### config.mk
export PLATFORM = sky130hd
export DESIGN_NAME = pc_sequencer
export DESIGN_NICKNAME = d
export VERILOG_FILES = /design/src/rtl/pc_sequencer.sv
export SDC_FILE = /design/constraint.sdc
export NUM_CORES = 1
export LEC_CHECK = 0
export BUFFER_PORTS_ARGS = -buffer_cell sky130_fd_sc_hd__buf_2
export CAP_MARGIN = 0
export CORE_MARGIN = 5
export CORE_UTILIZATION = 45
export CTS_CLUSTER_DIAMETER = 80
export DETAILED_ROUTE_END_ITERATION = 12
export MAX_ROUTING_LAYER = met4
export PLACE_DENSITY = 0.71
export SETUP_SLACK_MARGIN = 0.1
export SLEW_MARGIN = 20
export SYNTH_ARGS = -nofsm -noshare
export SYNTH_HDL_FRONTEND = slang
export SYNTH_SLANG_ARGS = --single-unit
export TNS_END_PERCENT = 10
### constraint.sdc
create_clock -name CLK -period 3.7 [get_ports CLK]
set_input_delay 1.11 -clock CLK [delete_from_list [all_inputs] [get_ports CLK]]
set_output_delay 1.11 -clock CLK [all_outputs]
set_load 0.05 [all_outputs]
### src/rtl/pc_sequencer.sv
// -----------------------------------------------------------------------------
// pc_sequencer
//
// Program-counter sequencer. Holds the PC, fetches one instruction at a time
// over the instruction-memory handshake, presents it to decode while in EXEC,
// and on retire advances the PC by 4 or by a signed word offset when the
// flow-control decision is taken. Also keeps saturating counts of retired
// and offset-taken instructions.
//
// Ports
//   CLK            in   clock, all state updates on the rising edge
//   RESET_N        in   asynchronous active-low reset
//   OFFSET_TAKEN   in   flow-control decision for the instruction in EXEC
//   OFFSET         in   signed word offset for the instruction in EXEC
//   STALL          in   data-memory busywait, holds EXEC while high
//   IMEM_BUSYWAIT  in   instruction memory busy, IMEM_RDATA valid when low
//   IMEM_RDATA     in   instruction word from memory
//   IMEM_READ      out  fetch request (high throughout FETCH)
//   IMEM_ADDR      out  word address of the fetch, PC[IMEM_AW+1:2]
//   PC             out  current program counter
//   INSTRUCTION    out  latched instruction for decode
//   INSTR_VALID    out  high while INSTRUCTION is live (EXEC)
//   INSTR_COUNT    out  retired instructions, saturating
//   TAKEN_COUNT    out  retired instructions with OFFSET_TAKEN=1, saturating
// -----------------------------------------------------------------------------
module pc_sequencer #(
    parameter logic [31:0] RESET_PC = 32'h0000_0000,
    parameter int unsigned IMEM_AW  = 8,
    parameter int unsigned CNT_W    = 16
) (
    input  logic               CLK,
    input  logic               RESET_N,
    input  logic               OFFSET_TAKEN,
    input  logic [7:0]         OFFSET,
    input  logic               STALL,
    input  logic               IMEM_BUSYWAIT,
    input  logic [31:0]        IMEM_RDATA,
    output logic               IMEM_READ,
    output logic [IMEM_AW-1:0] IMEM_ADDR,
    output logic [31:0]        PC,
    output logic [31:0]        INSTRUCTION,
    output logic               INSTR_VALID,
    output logic [CNT_W-1:0]   INSTR_COUNT,
    output logic [CNT_W-1:0]   TAKEN_COUNT
);

    typedef enum logic [1:0] {
        BOOT  = 2'd0,
        FETCH = 2'd1,
        EXEC  = 2'd2
    } state_t;

    state_t      state;
    state_t      state_next;
    logic        fetch_done;
    logic        retire;
    logic [31:0] pc_seq;
    logic [31:0] pc_offset;
    logic [31:0] pc_target;

    // ------------------------------------------------------------------
    // State register
    // ------------------------------------------------------------------
    always_ff @(posedge CLK or negedge RESET_N) begin
        if (!RESET_N) begin
            state <= BOOT;
        end else begin
            state <= state_next;
        end
    end

    // ------------------------------------------------------------------
    // Next state and Moore outputs. IMEM_READ/INSTR_VALID decode the state
    // register directly so an asynchronous reset drops them at once.
    // ------------------------------------------------------------------
    always_comb begin
        state_next  = state;
        IMEM_READ   = 1'b0;
        INSTR_VALID = 1'b0;
        fetch_done  = 1'b0;
        retire      = 1'b0;
        unique case (state)
            BOOT: begin
                state_next = FETCH;
            end
            FETCH: begin
                IMEM_READ = 1'b1;
                if (!IMEM_BUSYWAIT) begin
                    fetch_done = 1'b1;
                    state_next = EXEC;
                end
            end
            EXEC: begin
                INSTR_VALID = 1'b1;
                if (!STALL) begin
                    retire     = 1'b1;
                    state_next = FETCH;
                end
            end
            default: begin
                state_next = BOOT;
            end
        endcase
    end

    // ------------------------------------------------------------------
    // PC arithmetic, modulo 2^32. The offset is in words, so it is sign
    // extended and shifted left by two before being added to PC+4.
    // ------------------------------------------------------------------
    always_comb begin
        pc_seq    = PC + 32'd4;
        pc_offset = {{22{OFFSET[7]}}, OFFSET, 2'b00};
        pc_target = OFFSET_TAKEN ? (pc_seq + pc_offset) : pc_seq;
    end

    assign IMEM_ADDR = PC[IMEM_AW+1:2];

    // ------------------------------------------------------------------
    // PC and instruction latch
    // ------------------------------------------------------------------
    always_ff @(posedge CLK or negedge RESET_N) begin
        if (!RESET_N) begin
            PC          <= RESET_PC;
            INSTRUCTION <= '0;
        end else begin
            if (fetch_done) begin
                INSTRUCTION <= IMEM_RDATA;
            end
            if (retire) begin
                PC <= pc_target;
            end
        end
    end

    // ------------------------------------------------------------------
    // Saturating retire / taken counters
    // ------------------------------------------------------------------
    always_ff @(posedge CLK or negedge RESET_N) begin
        if (!RESET_N) begin
            INSTR_COUNT <= '0;
            TAKEN_COUNT <= '0;
        end else if (retire) begin
            if (INSTR_COUNT != '1) begin
                INSTR_COUNT <= INSTR_COUNT + CNT_W'(1);
            end
            if (OFFSET_TAKEN && (TAKEN_COUNT != '1)) begin
                TAKEN_COUNT <= TAKEN_COUNT + CNT_W'(1);
            end
        end
    end

endmodule
== Yosys cells after proc, flatten, opt, wreduce, memory -nomap -nowiden ==
Index checks and enable logic that the tools add are counted.

* Reduce and logical (&&, ||, !) cells: 5
* Multiplexer cells: 10
* Equal/unequal tests: 6
* $add $sub $neg: 4

{| class="wikitable"
|+ Operators by type and width
! operator !! number
|-
| 16-bit by 1-bit adder with 16-bit output, second input constant || 2
|-
| 32-bit by 3-bit adder with 32-bit output, second input constant || 1
|-
| 32-bit adder || 1
|-
| 32-bit two-way mux || 1
|-
| 16-bit != test, second input constant || 2
|-
| 1-bit two-way mux || 6
|-
| 2-bit case mux with 3 select lines || 1
|-
| 2-bit AND reduction || 3
|-
| 2-bit two-way mux || 2
|-
| 2-bit != test, second input constant || 2
|-
| 2-bit by 1-bit equality test with 1-bit output, second input constant || 1
|-
| 2-bit equality test, second input constant || 1
|-
| 2-bit zero test || 1
|-
| 1-bit logical AND || 1
|}

* Output and inout port bits: 106
* Bits of input ports: 45
* Register bits after elaboration: 98
* Logic and storage cells: 30

== Depth between registers and ports, before layout ==
Gate-level depths: netlist of run 1.

* Word-level depth: 3
* Gate-level depth with buffers: 20
* Depth with buffers taken out: 18

== Least setup slack after synthesis of run 1 ==
No wires, ideal clock.

* Kind: flip-flop to flip-flop
* Start point: register PC[4]
* End point: register PC[29]
* Arrival: 4.326 ns
* Period minus slack after synthesis: 4.452 ns
* Required time: 3.574 ns
* Cell stages (with the launch flop): 18
* Slack: -0.752 ns
* Path buffers: 1
* Path through: dfrtp_1 -> and3_1 -> nand3_1 -> or2_0 -> buf_2 -> nor2_1 -> nand4_1 -> xnor2_1 -> ha_1 -> and2_2 -> a221oi_1 -> a32oi_1 -> or3_4 -> a31oi_4 -> or4_4 -> o211ai_2 -> xnor2_1 -> a221o_1

* Cells in the longest elaborated chain, start to end: 3

{| class="wikitable"
|+ RTL lines
! item !! line !! RTL
|-
| from (decl) || 40 || <nowiki>output logic [31:0] PC,</nowiki>
|-
| from (signal assigned) || 130 || <nowiki>PC <= pc_target;</nowiki>
|-
| 32-bit by 3-bit adder with 32-bit output (*) || 111 || <nowiki>pc_seq = PC + 32'd4;</nowiki>
|-
| 32-bit adder || 113 || <nowiki>pc_target = OFFSET_TAKEN ? (pc_seq + pc_offset) : pc_seq;</nowiki>
|-
| 32-bit two-way mux (*) || 113 ||
|}

Mark *: on every way between the ends. The rest lies on a longest branch, timed or not.
A chain may end at the register's enable or synchronous reset.

== Worst setup path after layout of run 1 ==
* Start point: register PC[6]
* End point: register PC[29]

Same word-level chain as after synthesis.

==> results of run 1 <==
==> flip-flops by register name, indices dropped and copies added (netlist names) <==
signal	flops
INSTRUCTION	32
PC	30
INSTR_COUNT	16
TAKEN_COUNT	16
state	2
==> cell usage after synthesis (2+ instances only) <==
master     number  area (um^2)
dfrtp_1        96         2402
a21oi_1        59        295.3
nand2_1        57        214.0
xnor2_1        49        429.2
nor2_1         41        153.9
ha_1           39        488.0
nand3_1        36        180.2
mux2_2         34        382.9
xor2_1         32        280.3
o21ai_0        31        155.2
a21o_1         18        135.1
nand4_1        18        112.6
clkbuf_1       17        63.81
inv_1          17        63.81
nor3_1         15        75.07
buf_4          14        105.1
and3_1         12        75.07
mux2i_1         8        80.08
a211oi_1        7        52.55
o22ai_1         7        43.79
or3_1           6        37.54
nor2b_1         5        31.28
o21a_1          5        37.54
o21bai_1        5        37.54
a221oi_1        4        35.03
nand2b_1        4        25.02
and2_1          3        18.77
buf_2           3        15.01
a221o_1         2        20.02
a31oi_1         2        12.51
and4_1          2        17.52
clkbuf_8        2        27.53
nor4_1          2        12.51
o2111ai_1       2        17.52
o211ai_1        2        15.01
or3b_2          2        17.52
or4_1           2        15.01
==> path summary, 6_finish.rpt <==
| path | from | end | slack, ps |
|---|---|---|---|
| max | PC[6]$_DFFE_PN0P_ | PC[29]$_DFFE_PN0P_ | -9 |
| max in group asynchronous | RESET_N | PC[2]$_DFFE_PN0P_ | 2320 |
| min in group asynchronous | RESET_N | INSTRUCTION[31]$_DFFE_PN0P_ | 730 |
| min | PC[31]$_DFFE_PN0P_ | PC[31]$_DFFE_PN0P_ | 480 |
| min reg2reg | PC[31]$_DFFE_PN0P_ | PC[31]$_DFFE_PN0P_ | 480 |
| max reg2reg | PC[6]$_DFFE_PN0P_ | PC[29]$_DFFE_PN0P_ | -9 |
==> timing repair <==
item,CTS,global route
endpoints found under the setup margin,8,14
endpoints found under the hold margin,0,0
pin swaps,31,21
buffers inserted,18,2
gates resized for setup,29,19
==> cell families (layout without fill, tap and decap cells) <==
kind of cell,count (synthesis),after routing
flip-flops,96,96
AO/OA/AOI/OAI,160,160
multiplexers,42,42
XOR/XNOR,81,81
buffers and inverters,57,300
adder cells (fa/ha/maj),40,40
AND/OR/NAND/NOR,214,214
other,1,3
==> final cells by class <==
cell class	instances	area share, %
Clock buffer	11	2.913
Multi-Input combinational cell	539	46.32
Tap cell	180	2.596
Sequential cell	96	27.76
Clock inverter	5	0.5191
Timing Repair Buffer	266	19.09
Inverter	18	0.7787
Antenna cell	1	0.02884
==> metal layers <==
metal | vias to the layer above | GRT usage (%)
met4 | 0 | 7.457
met5 | - | -
met3 | 34 | 4.421
li1 | 2943 | -
met1 | 2920 | 30.76
met2 | 212 | 35.52
==> worst max-delay path, cell delays in order (launching register included) <==
cell and delay (ps):
dfrtp_2 360, and3_4 210, nand3_4 70, or2_4 260
nor2_4 110, nand4_1 220, or3_1 410, nand2_2 130
ha_4 160, nand2_2 70, nor4_2 250, and3_1 230
or3_4 150, a31oi_4 80, or4_4 420, o211ai_2 80
xnor2_1 90, a221o_1 280
==> where the power goes <==
part / total [mW] / switching, mW / internal, mW / leakage (nW)
sequential: 1.63 / 0.256 / 1.37 / 1.18
clock: 0.952 / 0.447 / 0.504 / 0.145
combinational: 4.13 / 2.66 / 1.48 / 2.90
total: 6.71 / 3.36 / 3.35 / 4.22
==> flow_metrics.py, run 1 <==
metrics = {
    "run_status": {
        "status": "finished with violations",
        "violations": "negative setup slack",
    },
    "setup_path": {
        "crit_fanout": 5,
        "worstSetupEndpointType": "flip-flop",
        "crit_required_ps": 3940,
        "r2r_cells": 17,
        "setup.worst_path.start_class": "flip-flop",
        "worst_ep_arrival_time_ps": 3950,
        "worstSetupPathType": "flip-flop to flip-flop",
    },
    "route": {
        "wl_met1_um": 8522,
        "met3_length_um": 1100,
        "vias": 6109,
        "dr.max_layer_used": "met4",
        "wl_met2_um": 8757,
        "wl_per_cell_um": 16.88,
        "drt-total-wl_um": 18830,
        "drc": 0,
        "routed_via_density": 5.474,
        "drt-pass1-iter-count": 7,
        "drtAntennaViolNets": 0,
        "drt_iter0_drc": 416,
    },
    "placed_design": {
        "dp_cells": 1079,
        "dp_slack_ps": -138.4,
        "post_dp_cell_area_um2": 8009,
        "gp_congestion": 0.9384,
        "hpwl_um": 13800,
        "io_buffer_count": 148,
    },
    "cts": {
        "insertion_delay_ps": 350,
        "clkTransAtPathRegs_ps": 70,
        "numCtsBuffers": 9,
        "clockBufferDepth": 2,
        "cts_tree": "yes",
        "clock-sinks": 96,
        "cts_max_level": 3,
        "cts_root_buf": "clkbuf_16",
        "hold_buffers": 0,
    },
    "finish": {
        "final_common_cell": "buf_2",
        "layout-drive-gt1-share_pct": 39.79,
        "multi_input_area_um2": 4019,
        "seq_area_um2": 2409,
        "fin_nets": 1015,
        "area_growth_pct": 33.98,
        "final_cell_mix": "buf_2, buf_4, dfrtp_1",
        "utilization_pct": 62.03,
        "fin_area_um2": 8677,
        "fillers": 1204,
        "final_cells": 1116,
    },
    "sta": {
        "timing.hold.ws_ps": 482.9,
        "tns_ps": -9.286,
        "finalCriticalPeriod_ps": 3709,
        "tightest_slew_ps": 612.4,
        "hold_viol_final": 0,
        "timing.final.crit_share_pct": 100.3,
        "finClkSkew_ps": 5.948,
        "rsz0062_at_grt": "yes",
        "clock.fmax_mhz": 269.6,
        "maxSlewViolCount": 0,
        "slew_headroom_pct": 58.93,
        "finalSetupViolCount": 1,
        "setup_slack_ps": -9.286,
    },
    "synthesis": {
        "synth_compound_area_share_pct": 15.59,
        "yosys.cell_types.count": 68,
        "ys_seq_elements": 96,
        "synthCells": 691,
        "seq_area_frac_synth_pct": 37.09,
        "synth_top_family_by_area": "simple AND/OR/NAND/NOR gates",
        "yosys_warnings": 0,
        "post_synth.cell_area_avg_um2": 9.372,
        "netlist_area_um2": 6476,
        "synth-adder-area-share_pct": 7.844,
        "yosys.area_share.xor_xnor_pct": 10.95,
        "synthFlopType": "dfrtp_1",
        "synth-edff-count": 0,
        "synth-simple-area-share_pct": 16.60,
        "ys_async_sr_fraction_pct": 100.0,
        "synthMuxAreaShare_pct": 7.148,
    },
    "hold_path": {
        "holdCritPathClass": "flip-flop to flip-flop",
        "hold_depth": 1,
    },
    "global_routing": {
        "track_usage_pct": 23.03,
        "grt_max_degree": 44,
        "antenna_found_initial": 1,
        "grt_first_pass_wirelength_um": 29770,
        "first_global_vias": 5996,
        "grt_overflow": 0,
    },
    "job": {
        "maxCapViolCount": 0,
    },
    "floorplanning": {
        "dieArea_um2": 16890,
        "fp.dieW_um": 130.0,
        "die_h_um": 130.0,
        "coreArea_um2": 13990,
        "fp-row-count": 43,
        "io_pins": 151,
        "start_util_pct": 46.30,
    },
    "pwr": {
        "power_mw": 6.712,
        "power_leakage_nw": 4.225,
        "ir_worst_vdd_mv": 0.7252,
        "p_per_area_nw_per_um2": 773.5,
    },
}
Note: power is estimated with default switching activity, not from simulation.
==> inputs of run 2 (changes only) <==
BUFFER_PORTS_ARGS = -buffer_cell sky130_fd_sc_hd__buf_4   (was -buffer_cell sky130_fd_sc_hd__buf_2)
==> run 2 against run 1 <==
  * The flow now finishes without violations
  * Die area unchanged
  * Setup slack improved by 49 ps
  * Sequential power about the same
  * Clock power decreased by 0.5%
  * Flip-flop and latch count unchanged
  * Critical path type unchanged
  * Largest power group unchanged
==> flow_metrics.py, run 2 (synthesis gave the netlist of run 1 again) <==
metrics = {
    "finish": {
        "area_growth_pct": 43.14,
        "final_cells": 1115,
        "multi_input_area_um2": 4253,
        "final_cell_mix": "buf_4, dfrtp_1, nand2_1",
        "final_common_cell": "buf_4",
        "fin_nets": 1015,
        "layout-drive-gt1-share_pct": 42.57,
        "utilization_pct": 66.27,
        "num_antenna_cells": 0,
        "seq_area_um2": 2409,
        "fillers": 1083,
        "largest_register_ff_count": 32,
        "top_register": "INSTRUCTION",
        "reg_top3": "INSTRUCTION (32), PC (30)",
    },
    "placed_design": {
        "hpwl_um": 14390,
        "dp_cells": 1059,
        "io_buffer_count": 148,
        "gp_congestion": 0.9278,
    },
    "setup_path": {
        "worst_ep_arrival_time_ps": 3910,
        "crit_required_ps": 3950,
        "r2r_cells": 17,
        "worstSetupPathType": "flip-flop to flip-flop",
        "setup.worst_path.start_class": "flip-flop",
        "timing.rr.start": "PC[4]$_DFFE_PN0P_",
        "worstSetupEndpointType": "flip-flop",
        "crit_fanout": 3,
        "crit_start": "PC[4]$_DFFE_PN0P_",
    },
    "route": {
        "drtAntennaViolNets": 0,
        "drt_iter0_drc": 367,
        "drt-pass1-iter-count": 5,
        "drc": 0,
        "wl_per_cell_um": 18.07,
        "drt-total-wl_um": 20150,
        "vias": 6256,
        "routed_via_density": 5.611,
    },
    "pwr": {
        "power_leakage_nw": 4.390,
        "p_per_area_nw_per_um2": 763.8,
        "power_mw": 7.080,
        "ir_worst_vdd_mv": 0.7899,
    },
    "global_routing": {
        "grt_first_pass_wirelength_um": 31550,
        "antenna_found_initial": 0,
        "first_global_vias": 6457,
        "grt_overflow": 0,
        "grt_max_degree": 77,
        "track_usage_pct": 24.13,
    },
    "floorplanning": {
        "fp-row-count": 43,
        "start_util_pct": 46.30,
        "fp.dieW_um": 130.0,
        "dieArea_um2": 16890,
        "io_pins": 151,
        "coreArea_um2": 13990,
        "die_h_um": 130.0,
    },
    "sta": {
        "finalCriticalPeriod_ps": 3660,
        "finalSetupViolCount": 0,
        "rsz0062_at_grt": "yes",
        "hold_viol_final": 0,
        "slew_headroom_pct": 61.94,
        "maxSlewViolCount": 0,
        "timing.hold.ws_ps": 480.5,
        "timing.final.crit_share_pct": 98.92,
        "clock.fmax_mhz": 273.2,
        "tns_ps": 0,
        "tightest_slew_ps": 570.8,
        "finClkSkew_ps": 12.38,
    },
    "cts": {
        "cts_max_level": 3,
        "clkTransAtPathRegs_ps": 80,
        "insertion_delay_ps": 360,
        "clockBufferDepth": 2,
        "clock-sinks": 96,
        "cts_tree": "yes",
        "cts_root_buf": "clkbuf_16",
        "numCtsBuffers": 9,
    },
    "run_status": {
        "status": "finished clean",
    },
    "hold_path": {
        "holdCritPathClass": "flip-flop to flip-flop",
        "worst_hold_startpoint": "PC[31]$_DFFE_PN0P_",
        "hold_depth": 1,
    },
    "job": {
        "maxCapViolCount": 0,
    },
}
## run 2: layout make-up
class | count | area share [%]
Clock buffer | 9 | 2.429
Inverter | 18 | 0.7288
Multi-Input combinational cell | 539 | 45.88
Sequential cell | 96 | 25.98
Timing Repair Buffer | 266 | 21.80
Clock inverter | 7 | 0.7558
Tap cell | 180 | 2.429
## run 2: worst paths after layout
path | endpoint | slack [ps]
max in group asynchronous | PC[16]$_DFFE_PN0P_ | 2350
min in group asynchronous | INSTRUCTION[31]$_DFFE_PN0P_ | 740
min | PC[31]$_DFFE_PN0P_ | 480
min reg2reg | PC[31]$_DFFE_PN0P_ | 480
max reg2reg | PC[29]$_DFFE_PN0P_ | 40
max | PC[29]$_DFFE_PN0P_ | 40
## run 2: through the flow
step	setup slack, ps	cell area (um^2)
global placement	-97.86	8214
global route	-140.3	9270
floorplan	-323.8	6528
finish	39.85	9270
CTS	47.32	8932
detailed placement	-200.1	8214
## run 2: metal layers
layer  track usage (%)  routed length [um]  up-vias
met5                 -                   0        -
met4             9.169                 475        0
met3             5.567                1469       46
met2             39.52               10080      235
met1             29.07                8128     3030
li1                  -                   -     2945
## run 2: where the power goes
group          internal (mW)  switching, mW  total (mW)
clock network          0.479          0.467       0.947
logic                   1.75           2.73        4.47
registers               1.37          0.289        1.66
total                   3.60           3.48        7.08
## run 2: what timing repair did
action / 4_1_cts / 5_1_grt
setup buffers: 32 / 7
pin swaps: 40 / 29
resized for setup: 39 / 47
hold buffers: 0 / 0
hold endpoints to repair: 0 / 0
endpoints found under the setup margin: 8 / 13
## run 2: worst max-delay path, cell delays in order (launching register included)
cell and delay (ps):
dfrtp_2 360, and3_4 210, nand3_4 60, or2_4 290, nor2_4 130, nand4_1 130, buf_4 170, xnor2_2 170
ha_4 230, and2_4 150, a221oi_4 260, a32oi_2 140, or3_4 420, a31oi_4 170, or4_4 150, o211ai_2 70
xnor2_1 130, a221o_1 290
==> inputs of run 3 (changes only) <==
PLACE_DENSITY = 0.69   (was 0.71)
==> run 3 against run 2 <==
  * First-iteration DRC count is 34% lower
  * Critical path depth is 1 lower
  * Hold slack better by 11 ps
  * Maximum frequency is 0.80% lower
  * Sequential share of layout area is 1.2 points higher
  * Critical endpoint unchanged
==> flow_metrics.py, run 3 (synthesis gave the netlist of run 1 again) <==
metrics = {
    "finish": {
        "layout-drive-gt1-share_pct": 38.13,
        "num_antenna_cells": 0,
        "area_growth_pct": 36.79,
        "largest_register_ff_count": 32,
        "reg_top3": "INSTRUCTION (32), PC (30)",
        "seq_area_um2": 2409,
        "final_cell_mix": "buf_4, dfrtp_1, a21oi_1",
        "fin_nets": 990,
        "multi_input_area_um2": 4030,
        "top_register": "INSTRUCTION",
        "final_common_cell": "buf_4",
        "fillers": 1180,
    },
    "route": {
        "routed_via_density": 5.557,
        "drt-total-wl_um": 19310,
        "drt_iter0_drc": 243,
        "drt-pass1-iter-count": 5,
        "wl_per_cell_um": 17.71,
        "drtAntennaViolNets": 0,
        "vias": 6057,
        "drc": 0,
    },
    "cts": {
        "cts_max_level": 3,
        "hold_buffers": 0,
        "clockBufferDepth": 2,
        "clock-sinks": 96,
        "cts_root_buf": "clkbuf_16",
        "cts_tree": "yes",
        "insertion_delay_ps": 350,
        "clkTransAtPathRegs_ps": 70,
        "numCtsBuffers": 9,
    },
    "setup_path": {
        "worst_ep_arrival_time_ps": 3930,
        "critPathMaxStageDelay_ps": 520,
        "cp_top_family": "simple AND/OR/NAND/NOR gates",
        "setup.worst_path.start_class": "flip-flop",
        "crit_fanout": 3,
        "worstSetupEndpointType": "flip-flop",
        "slowest_stage": "or4_4",
        "cp_cell_sequence": "and3_4 -> nand3_4 -> or2_4 -> nor2_4 -> nand4_1 -> xnor2_1 -> ha_1 -> and2_4 -> nand4_1 -> a32oi_1 -> or3_4 -> a31oi_4 -> or4_4 -> o211ai_2 -> xnor2_1 -> a221o_1",
        "worstSetupPathType": "flip-flop to flip-flop",
        "crit_required_ps": 3940,
        "cp_num_buf_inv": 0,
        "rrSetupSlack_ps": 10,
    },
    "sta": {
        "maxSlewViolCount": 0,
        "finalCriticalPeriod_ps": 3690,
        "slew_headroom_pct": 50.42,
        "finalSetupViolCount": 0,
        "clock.fmax_mhz": 271.0,
        "rsz0062_at_grt": "yes",
        "timing.final.crit_share_pct": 99.72,
        "hold_viol_final": 0,
        "tightest_slew_ps": 743.7,
        "setup_slack_ps": 10.25,
        "finClkSkew_ps": 10.54,
    },
    "placed_design": {
        "gp_congestion": 0.9209,
        "io_buffer_count": 148,
        "hpwl_um": 14340,
        "dp_slack_ps": -217.5,
    },
    "pwr": {
        "p_per_area_nw_per_um2": 775.7,
        "power_mw": 6.872,
        "ir_worst_vdd_mv": 0.6811,
        "p_sw_mw": 3.349,
        "switching_share_pct": 48.73,
        "pwr-share-clk_pct": 14.3,
        "p_int_mw": 3.523,
        "pwr-share-seq_pct": 24.2,
        "combPwrFrac_pct": 61.5,
        "power_leakage_nw": 4.201,
    },
    "floorplanning": {
        "dieArea_um2": 16890,
        "start_util_pct": 46.30,
        "fp.dieW_um": 130.0,
        "fp-row-count": 43,
        "die_h_um": 130.0,
        "coreArea_um2": 13990,
        "io_pins": 151,
    },
    "global_routing": {
        "grt_overflow": 0,
        "grt_first_pass_wirelength_um": 30640,
        "first_global_vias": 6255,
        "antenna_found_initial": 0,
        "grt_max_degree": 77,
        "track_usage_pct": 23.66,
    },
    "job": {
        "maxCapViolCount": 0,
    },
    "run_status": {
        "status": "finished clean",
    },
    "hold_path": {
        "holdCritPathClass": "flip-flop to flip-flop",
    },
}
run 3: final timing paths:
| path | depth (start not counted) | from | endpoint |
|---|---|---|---|
| min in group asynchronous | 1 | RESET_N | INSTRUCTION[1]$_DFFE_PN0P_ |
| worst min register to register | 1 | TAKEN_COUNT[6]$_DFFE_PN0P_ | TAKEN_COUNT[6]$_DFFE_PN0P_ |
| worst min-delay path | 1 | TAKEN_COUNT[6]$_DFFE_PN0P_ | TAKEN_COUNT[6]$_DFFE_PN0P_ |
| max in group asynchronous | 2 | RESET_N | INSTRUCTION[27]$_DFFE_PN0P_ |
| worst max-delay path | 16 | PC[4]$_DFFE_PN0P_ | PC[29]$_DFFE_PN0P_ |
| worst max register to register | 16 | PC[4]$_DFFE_PN0P_ | PC[29]$_DFFE_PN0P_ |
run 3: routing by layer:
| layer | part of all wire, % | global-route usage, % | vias up |
|---|---|---|---|
| met5 | 0 | - | - |
| met4 | 2.3 | 8.435 | 0 |
| met3 | 6.8 | 4.871 | 37 |
| met2 | 48 | 37.40 | 211 |
| met1 | 42 | 30.26 | 2928 |
| li1 | - | - | 2881 |
run 3: repair_timing:
| action | 4_1_cts | 5_1_grt |
|---|---|---|
| buffers inserted | 5 | 3 |
| resized for setup | 11 | 34 |
| gates cloned | 0 | 0 |
| endpoints found under the setup margin | 9 | 14 |
| pin swaps | 8 | 21 |
run 3: cell type report:
class / instances / area share [%]
Sequential cell: 96 / 27.19
Multi-Input combinational cell: 539 / 45.49
Clock inverter: 6 / 0.8192
Tap cell: 180 / 2.542
Timing Repair Buffer: 241 / 20.61
Clock buffer: 10 / 2.585
Inverter: 18 / 0.7627
run 3: power by group through the flow:
stage | clock network [mW] | logic, mW | registers, mW
floorplan | 0 | 1.69 | 2.73
global placement | 0 | 4.01 | 1.66
detailed placement | 0 | 4.07 | 1.67
CTS | 0.998 | 4.13 | 1.66
global route | 1.05 | 4.50 | 1.71
finish | 0.983 | 4.23 | 1.66
run 3: worst reg2reg max path, delay by kind of cell, from the launching register on:
| family | cells | cell delay (ps) |
|---|---|---|
| DFF | 1 | 360 |
| xor gates and xnor gates | 2 | 270 |
| AOI/OAI and AO/OA | 4 | 770 |
| and+or+nand+nor | 9 | 1850 |
| adders and majority gates | 1 | 360 |
run 3: stage by stage:
| stage | TNS, ps | hold slack [ps] | cells | util (%) | instance area [um^2] |
|---|---|---|---|---|---|
| 6_report | 0 | 491.5 | 1090 | 63.33 | 8859 |
| 5_1_grt | -500.7 | 513.0 | 1090 | 63.33 | 8859 |
| 4_1_cts | 0 | 493.4 | 1087 | 61.96 | 8667 |
| 3_5_place_dp | -471.4 | 479.6 | 1066 | 59.19 | 8279 |
| 3_3_place_gp | -242.6 | 469.1 | 1066 | 59.19 | 8279 |
| 2_1_floorplan | -924.1 | 464.4 | 692 | - | 6528 |
